`src/rtl/vote_tally_sequencer.sv`:
```
// -----------------------------------------------------------------------------
// vote_tally_sequencer
//
// Sequential vote tallier and winner scheduler. The block takes one candidate
// vote per cycle over a valid/ready handshake and keeps one counter per
// candidate. On close it steps through the counters, one candidate per cycle,
// using a single shared comparator. It then reports the winner, the winner's
// vote count and the total number of votes.
//
// Parameters
//   N : candidate index width (2**N candidates)
//   M : voter index width (at most 2**M votes per election; counters M+1 bits)
//
// Ports
//   clk        in   1    clock, rising edge
//   rst        in   1    asynchronous active-high reset
//   vote_valid in   1    a vote is present on vote
//   vote       in   N    candidate index being voted for
//   vote_ready out  1    a vote can be accepted this cycle
//   close      in   1    end collection and start the winner scan
//   start      in   1    clear tallies and begin a new election (DONE only)
//   busy       out  1    scan in progress
//   done       out  1    result valid; held until start or rst
//   winner     out  N    winning candidate index (ties go to the lowest index)
//   win_count  out  M+1  votes received by the winner
//   total      out  M+1  votes accepted this election
//   tie        out  1    only with VOTE_TIE_FLAG_EN: another candidate matched
//                        the winning count (valid with done)
//
// Configuration macro: VOTE_TIE_FLAG_EN (adds the tie output and its logic)
// -----------------------------------------------------------------------------
module vote_tally_sequencer #(
    parameter int N = 2,
    parameter int M = 2
) (
    input  logic         clk,
    input  logic         rst,
    input  logic         vote_valid,
    input  logic [N-1:0] vote,
    output logic         vote_ready,
    input  logic         close,
    input  logic         start,
    output logic         busy,
    output logic         done,
    output logic [N-1:0] winner,
    output logic [M:0]   win_count,
`ifdef VOTE_TIE_FLAG_EN
    output logic [M:0]   total,
    output logic         tie
`else
    output logic [M:0]   total
`endif
);

    localparam int unsigned NCAND = 2 ** N;

    // Vote cap: 2**M expressed in the M+1-bit counter width.
    localparam logic [M:0]   CAP      = {1'b1, {M{1'b0}}};
    localparam logic [M:0]   CNT_ZERO = {(M+1){1'b0}};
    localparam logic [M:0]   CNT_ONE  = {{M{1'b0}}, 1'b1};
    localparam logic [N-1:0] IDX_ZERO = {N{1'b0}};
    localparam logic [N-1:0] IDX_ONE  = {{(N-1){1'b0}}, 1'b1};
    localparam logic [N-1:0] IDX_LAST = {N{1'b1}};

    typedef enum logic [1:0] {
        ST_COLLECT = 2'd0,
        ST_SCAN    = 2'd1,
        ST_DONE    = 2'd2
    } state_t;

    state_t         state_r;
    logic [M:0]     count_r [NCAND];
    logic [M:0]     total_r;
    logic [N-1:0]   idx_r;
    logic [N-1:0]   best_r;
    logic [M:0]     best_cnt_r;
    logic [N-1:0]   winner_r;
    logic [M:0]     win_count_r;
    logic           vote_ready_r;
    logic           busy_r;
    logic           done_r;

    logic           accept_s;
    logic [M:0]     total_inc_s;
    logic [M:0]     cur_cnt_s;
    logic           cur_gt_s;
    logic [N-1:0]   next_best_s;
    logic [M:0]     next_best_cnt_s;

`ifdef VOTE_TIE_FLAG_EN
    logic           tie_scan_r;
    logic           tie_r;
    logic           cur_eq_s;
    logic           next_tie_s;
`endif

    // Handshake qualification and the shared scan comparator.
    always_comb begin
        accept_s        = 1'b0;
        total_inc_s     = total_r + CNT_ONE;
        cur_cnt_s       = count_r[idx_r];
        cur_gt_s        = (cur_cnt_s > best_cnt_r);
        next_best_s     = best_r;
        next_best_cnt_s = best_cnt_r;
        if ((state_r == ST_COLLECT) && vote_valid && vote_ready_r) begin
            accept_s = 1'b1;
        end else begin
            accept_s = 1'b0;
        end
        // Strict compare keeps the earlier (lower) index on equal counts.
        if (cur_gt_s) begin
            next_best_s     = idx_r;
            next_best_cnt_s = cur_cnt_s;
        end else begin
            next_best_s     = best_r;
            next_best_cnt_s = best_cnt_r;
        end
    end

`ifdef VOTE_TIE_FLAG_EN
    // Tie tracking: a new strict leader clears it, an equal non-zero count sets it.
    always_comb begin
        cur_eq_s   = (cur_cnt_s == best_cnt_r) && (best_cnt_r != CNT_ZERO);
        next_tie_s = tie_scan_r;
        if (cur_gt_s) begin
            next_tie_s = 1'b0;
        end else if (cur_eq_s) begin
            next_tie_s = 1'b1;
        end else begin
            next_tie_s = tie_scan_r;
        end
    end
`endif

    // Election FSM: collection, counter scan, and result hold.
    always_ff @(posedge clk or posedge rst) begin
        if (rst) begin
            state_r      <= ST_COLLECT;
            for (int i = 0; i < NCAND; i++) begin
                count_r[i] <= CNT_ZERO;
            end
            total_r      <= CNT_ZERO;
            idx_r        <= IDX_ZERO;
            best_r       <= IDX_ZERO;
            best_cnt_r   <= CNT_ZERO;
            winner_r     <= IDX_ZERO;
            win_count_r  <= CNT_ZERO;
            vote_ready_r <= 1'b1;
            busy_r       <= 1'b0;
            done_r       <= 1'b0;
`ifdef VOTE_TIE_FLAG_EN
            tie_scan_r   <= 1'b0;
            tie_r        <= 1'b0;
`endif
        end else begin
            case (state_r)
                ST_COLLECT: begin
                    if (accept_s) begin
                        count_r[vote] <= count_r[vote] + CNT_ONE;
                        total_r       <= total_inc_s;
                    end
                    if (close) begin
                        // A vote accepted alongside close is already counted above.
                        state_r      <= ST_SCAN;
                        busy_r       <= 1'b1;
                        vote_ready_r <= 1'b0;
                        idx_r        <= IDX_ZERO;
                        best_r       <= IDX_ZERO;
                        best_cnt_r   <= CNT_ZERO;
`ifdef VOTE_TIE_FLAG_EN
                        tie_scan_r   <= 1'b0;
`endif
                    end else if (accept_s) begin
                        vote_ready_r <= (total_inc_s < CAP);
                    end else begin
                        vote_ready_r <= (total_r < CAP);
                    end
                end
                ST_SCAN: begin
                    best_r     <= next_best_s;
                    best_cnt_r <= next_best_cnt_s;
                    idx_r      <= idx_r + IDX_ONE;
`ifdef VOTE_TIE_FLAG_EN
                    tie_scan_r <= next_tie_s;
`endif
                    if (idx_r == IDX_LAST) begin
                        state_r     <= ST_DONE;
                        busy_r      <= 1'b0;
                        done_r      <= 1'b1;
                        winner_r    <= next_best_s;
                        win_count_r <= next_best_cnt_s;
`ifdef VOTE_TIE_FLAG_EN
                        tie_r       <= next_tie_s;
`endif
                    end
                end
                ST_DONE: begin
                    if (start) begin
                        state_r      <= ST_COLLECT;
                        for (int i = 0; i < NCAND; i++) begin
                            count_r[i] <= CNT_ZERO;
                        end
                        total_r      <= CNT_ZERO;
                        winner_r     <= IDX_ZERO;
                        win_count_r  <= CNT_ZERO;
                        done_r       <= 1'b0;
                        vote_ready_r <= 1'b1;
`ifdef VOTE_TIE_FLAG_EN
                        tie_r        <= 1'b0;
`endif
                    end
                end
                default: begin
                    state_r      <= ST_COLLECT;
                    busy_r       <= 1'b0;
                    done_r       <= 1'b0;
                    vote_ready_r <= 1'b0;
                end
            endcase
        end
    end

    assign vote_ready = vote_ready_r;
    assign busy       = busy_r;
    assign done       = done_r;
    assign winner     = winner_r;
    assign win_count  = win_count_r;
    assign total      = total_r;
`ifdef VOTE_TIE_FLAG_EN
    assign tie        = tie_r;
`endif

endmodule

```
`config.mk`:
```
export PLATFORM = sky130hd
export DESIGN_NAME = vote_tally_sequencer
export DESIGN_NICKNAME = d
export VERILOG_FILES = /design/src/rtl/vote_tally_sequencer.sv
export SDC_FILE = /design/constraint.sdc
export NUM_CORES = 1
export LEC_CHECK = 0
export CAP_MARGIN = 20
export CORE_AREA = 2 2 63 65
export DETAILED_ROUTE_END_ITERATION = 12
export DIE_AREA = 0 0 65 67
export PLACE_DENSITY_LB_ADDON = 0.3
export SLEW_MARGIN = 0
export SYNTH_ARGS = -nofsm -noshare
export SYNTH_HDL_FRONTEND = slang
export SYNTH_SLANG_ARGS = --single-unit
export TNS_END_PERCENT = 100
```
`constraint.sdc`:
```
create_clock -name clk -period 2.16 [get_ports clk]
set_clock_uncertainty 0.05 [all_clocks]
set_input_delay 0.54 -clock clk [delete_from_list [all_inputs] [get_ports clk]]
set_output_delay 0.54 -clock clk [all_outputs]
set_load 0.005 [all_outputs]
```
==> results.toml <==
[yosys]
synth_cell_types = 40
yosys_warnings = 0
synthCells = 174
ys_seq_area_share_pct = 43.8
synth_fp_nets = 187
syn-cell-area_sq_um = 1830
avgSynthCellArea_sq_um = 10.5
synth-seq-cells = 32

[cts]
cts_tree = "built"
hold_buffers = 0
clk_pin_slew_worst_paths_ns = 0.06
cts_buffers = 5
clock_path_buffers = 2
worstSkewPairLatency_ns = 0.28
h-tree-depth = 2
cts_sinks = 32
root_buffer = "clkbuf_8"

[finish]
n_fill_cell = 299
diodes = 0
final_common_cell = "dfrtp_1"
nets = 228
design_area_sq_um = 2400
drive_gt1_share_pct = 26.9
final_cells = 264
fin_util_pct = 66.5
syn2layout_area_growth_pct = 30.9
mostFrequentLayoutCells = "dfrtp_1, nand2_1, buf_4"

[drt]
wl_microns = 4310
via_count = 1544
drtAntennaViolNets = 0
drtPass1Iterations = 4
wl_per_cell_microns = 16.3
drc_errors = 0
drt_iter0_drc = 43
viasPerCell = 5.85

[sta]
min_period_ns = 2.13
finalCritPeriodShare_pct = 98.8
max-slew-margin-rel_pct = 44.1
rsz0062_at_grt = "yes"
finalSetupViolations = 0
slew_viol_final = 0
hold_ws_ns = 0.432
hold_violations = 0
fmaxAchievable_mhz = 469
tightest_slew_ns = 0.837
final.setup.worst_slack_ns = 0.0265

[critical_path]
crit_path_cell_trace = "mux4_2 > ha_4 > nor2b_4 > o21a_4 > buf_6 > o2111ai_4 > o211ai_1"
cp_slowest_cell = "mux4_2"
critPathCaptureType = "register"
crit_path_start_kind = "register"
required_ns = 2.26
ff2ff_setup_slack_ns = 0.03
max_stage_delay_ns = 0.57
path_buf_inv = 1
reg2reg_depth = 7
crit_fanout = 4
path_delay_family = "multiplexers"
cp.arrival_ns = 2.24
rr_startpoint = "idx_r[1]"
r2r_end = "best_cnt_r[0]"
criticalPathCategory = "reg -> reg"

[global_routing]
top_usage_layer = "met2"
grt_pass1_vias = 1640
globalRouteMet2Util_pct = 41.4
grt_pass1_wl_microns = 7530
track_usage_pct = 23.2
grt-ovfl-total = 0
grt_use_met1_pct = 26.6
grt_max_degree = 33
antenna_found_initial = 0
met3_usage_pct = 4.73

[placement]
place_congestion = 0.918
hpwl_microns = 3250
placed_cell_area_sq_um = 2180
dp_slack_ns = -0.232
dp_cells = 255
port_buffers = 17

[die]
ioPinCount = 18
die_y_microns = 67
core_sq_um = 3610
rows = 22
die_area_sq_um = 4360
dieWidth_microns = 65
start_util_pct = 50.8

[power_and_ir_drop]
power_density_nw_per_um2 = 1740
ir_drop_mv = 0.886
p_leak_uw = 0.000997

[hold_path]
hp-class = "reg -> reg"
min-delay-start = "done"
hold_depth = 1
hold_end = "done"

[status]
status = "completed"

[flow_run]
maxCapViolations = 0
[layout make-up]
cell class | instances | area, sq um | area share, %
sequential | 32 | 803 | 33.5
tap | 48 | 60.1 | 2.51
multi-input combinational | 123 | 1050 | 43.6
clock inverter | 1 | 5.00 | 0.209
inverter | 11 | 41.3 | 1.72
timing repair buffer | 42 | 365 | 15.2
clock buffer | 7 | 76.3 | 3.18
[per-layer routing]
metal  up-vias  routed length, microns
met4         0                      79
met5         -                       0
met1       768                    1800
met2        36                    2270
li1        732                       -
met3         8                     158
[power by group]
part	switching, uW	total (uW)	internal [uW]
logic	1310	2650	1340
registers	226	1080	859
clock network	203	429	226
[flip-flops by register name, indices dropped and copies added, names as in the netlist]
signal,count
best_cnt_r,3
best_r,2
busy,1
count_r,12
done,1
idx_r,2
state_r,2
total,3
vote_ready,1
win_count,3
winner,2
[synthesized netlist by cell type]
cell       instances  share of area (%)
mux4_2             5                6.1
nor2_4             1               0.61
o2111ai_1          6                2.9
o21ai_0            5                1.4
and3b_1            1               0.48
clkbuf_1           1               0.20
or2_2              1               0.34
buf_6              3                1.8
inv_1             11                2.3
o211ai_1          14                5.7
and2_1             1               0.34
o21a_1             1               0.41
nand3_1            6                1.6
nand2_1           25                5.1
o311ai_1           1               0.48
a22o_1             5                2.4
dfstp_2            1                1.4
o2bb2ai_1          4                1.9
a21oi_1            1               0.27
nand4_1            1               0.34
mux2i_1            4                2.2
nor3_2             1               0.55
o21ai_1            5                1.4
dfrtp_1           31                 42
nand3b_1           1               0.41
nor2b_1            8                2.7
mux2_2             1               0.61
nand3b_4           1                1.1
o21bai_1           1               0.41
o22ai_1            2               0.68
a21o_1             2               0.82
a32o_1             2                1.1
a21oi_2            2               0.96
buf_4              3                1.2
and3_1             1               0.34
buf_2              1               0.27
ha_1               6                4.1
nor2_2             1               0.34
xnor2_1            3                1.4
nor2_1             4               0.82
[worst max path at each step]
stage | end | slack (ns) | depth (start not counted) | from
4_1_cts | best_cnt_r[1] | -0.02 | 7 | idx_r[1]
5_1_grt | best_cnt_r[2] | -0.07 | 7 | idx_r[1]
6_report | best_cnt_r[0] | 0.03 | 7 | idx_r[1]
3_5_place_dp | count_r[5] | -0.23 | 6 | vote[0]
2_1_floorplan | best_r[0] | 0.00006 | 6 | idx_r[1]
3_3_place_gp | count_r[2] | -0.16 | 6 | vote[1]
[kinds of logic (layout without fill, tap and decap cells)]
family	after synthesis	after routing	share of synthesized area (%)
fa+ha+maj	6	6	4.10
xor+xnor	3	3	1.43
simple gates	53	53	15.2
mux	10	10	8.95
buf+inv	19	61	5.81
flops	32	32	43.8
compound gates	51	51	20.8
[per-stage QoR]
stage	total power [uW]	setup TNS (ns)
after global placement	3140	-1.31
after detailed placement	3220	-1.96
after CTS	3900	-0.0248
after global routing	4460	-0.439
after floorplan	2300	0
final	4170	0
[what timing repair did]
action / 4_1_cts / 5_1_grt
gates resized for setup: 12 / 8
setup buffers: 1 / 0
pin swaps: 5 / 12
hold endpoints to repair: 0 / 0
setup endpoints to repair: 10 / 12
Power figures use the tool's default switching activity.
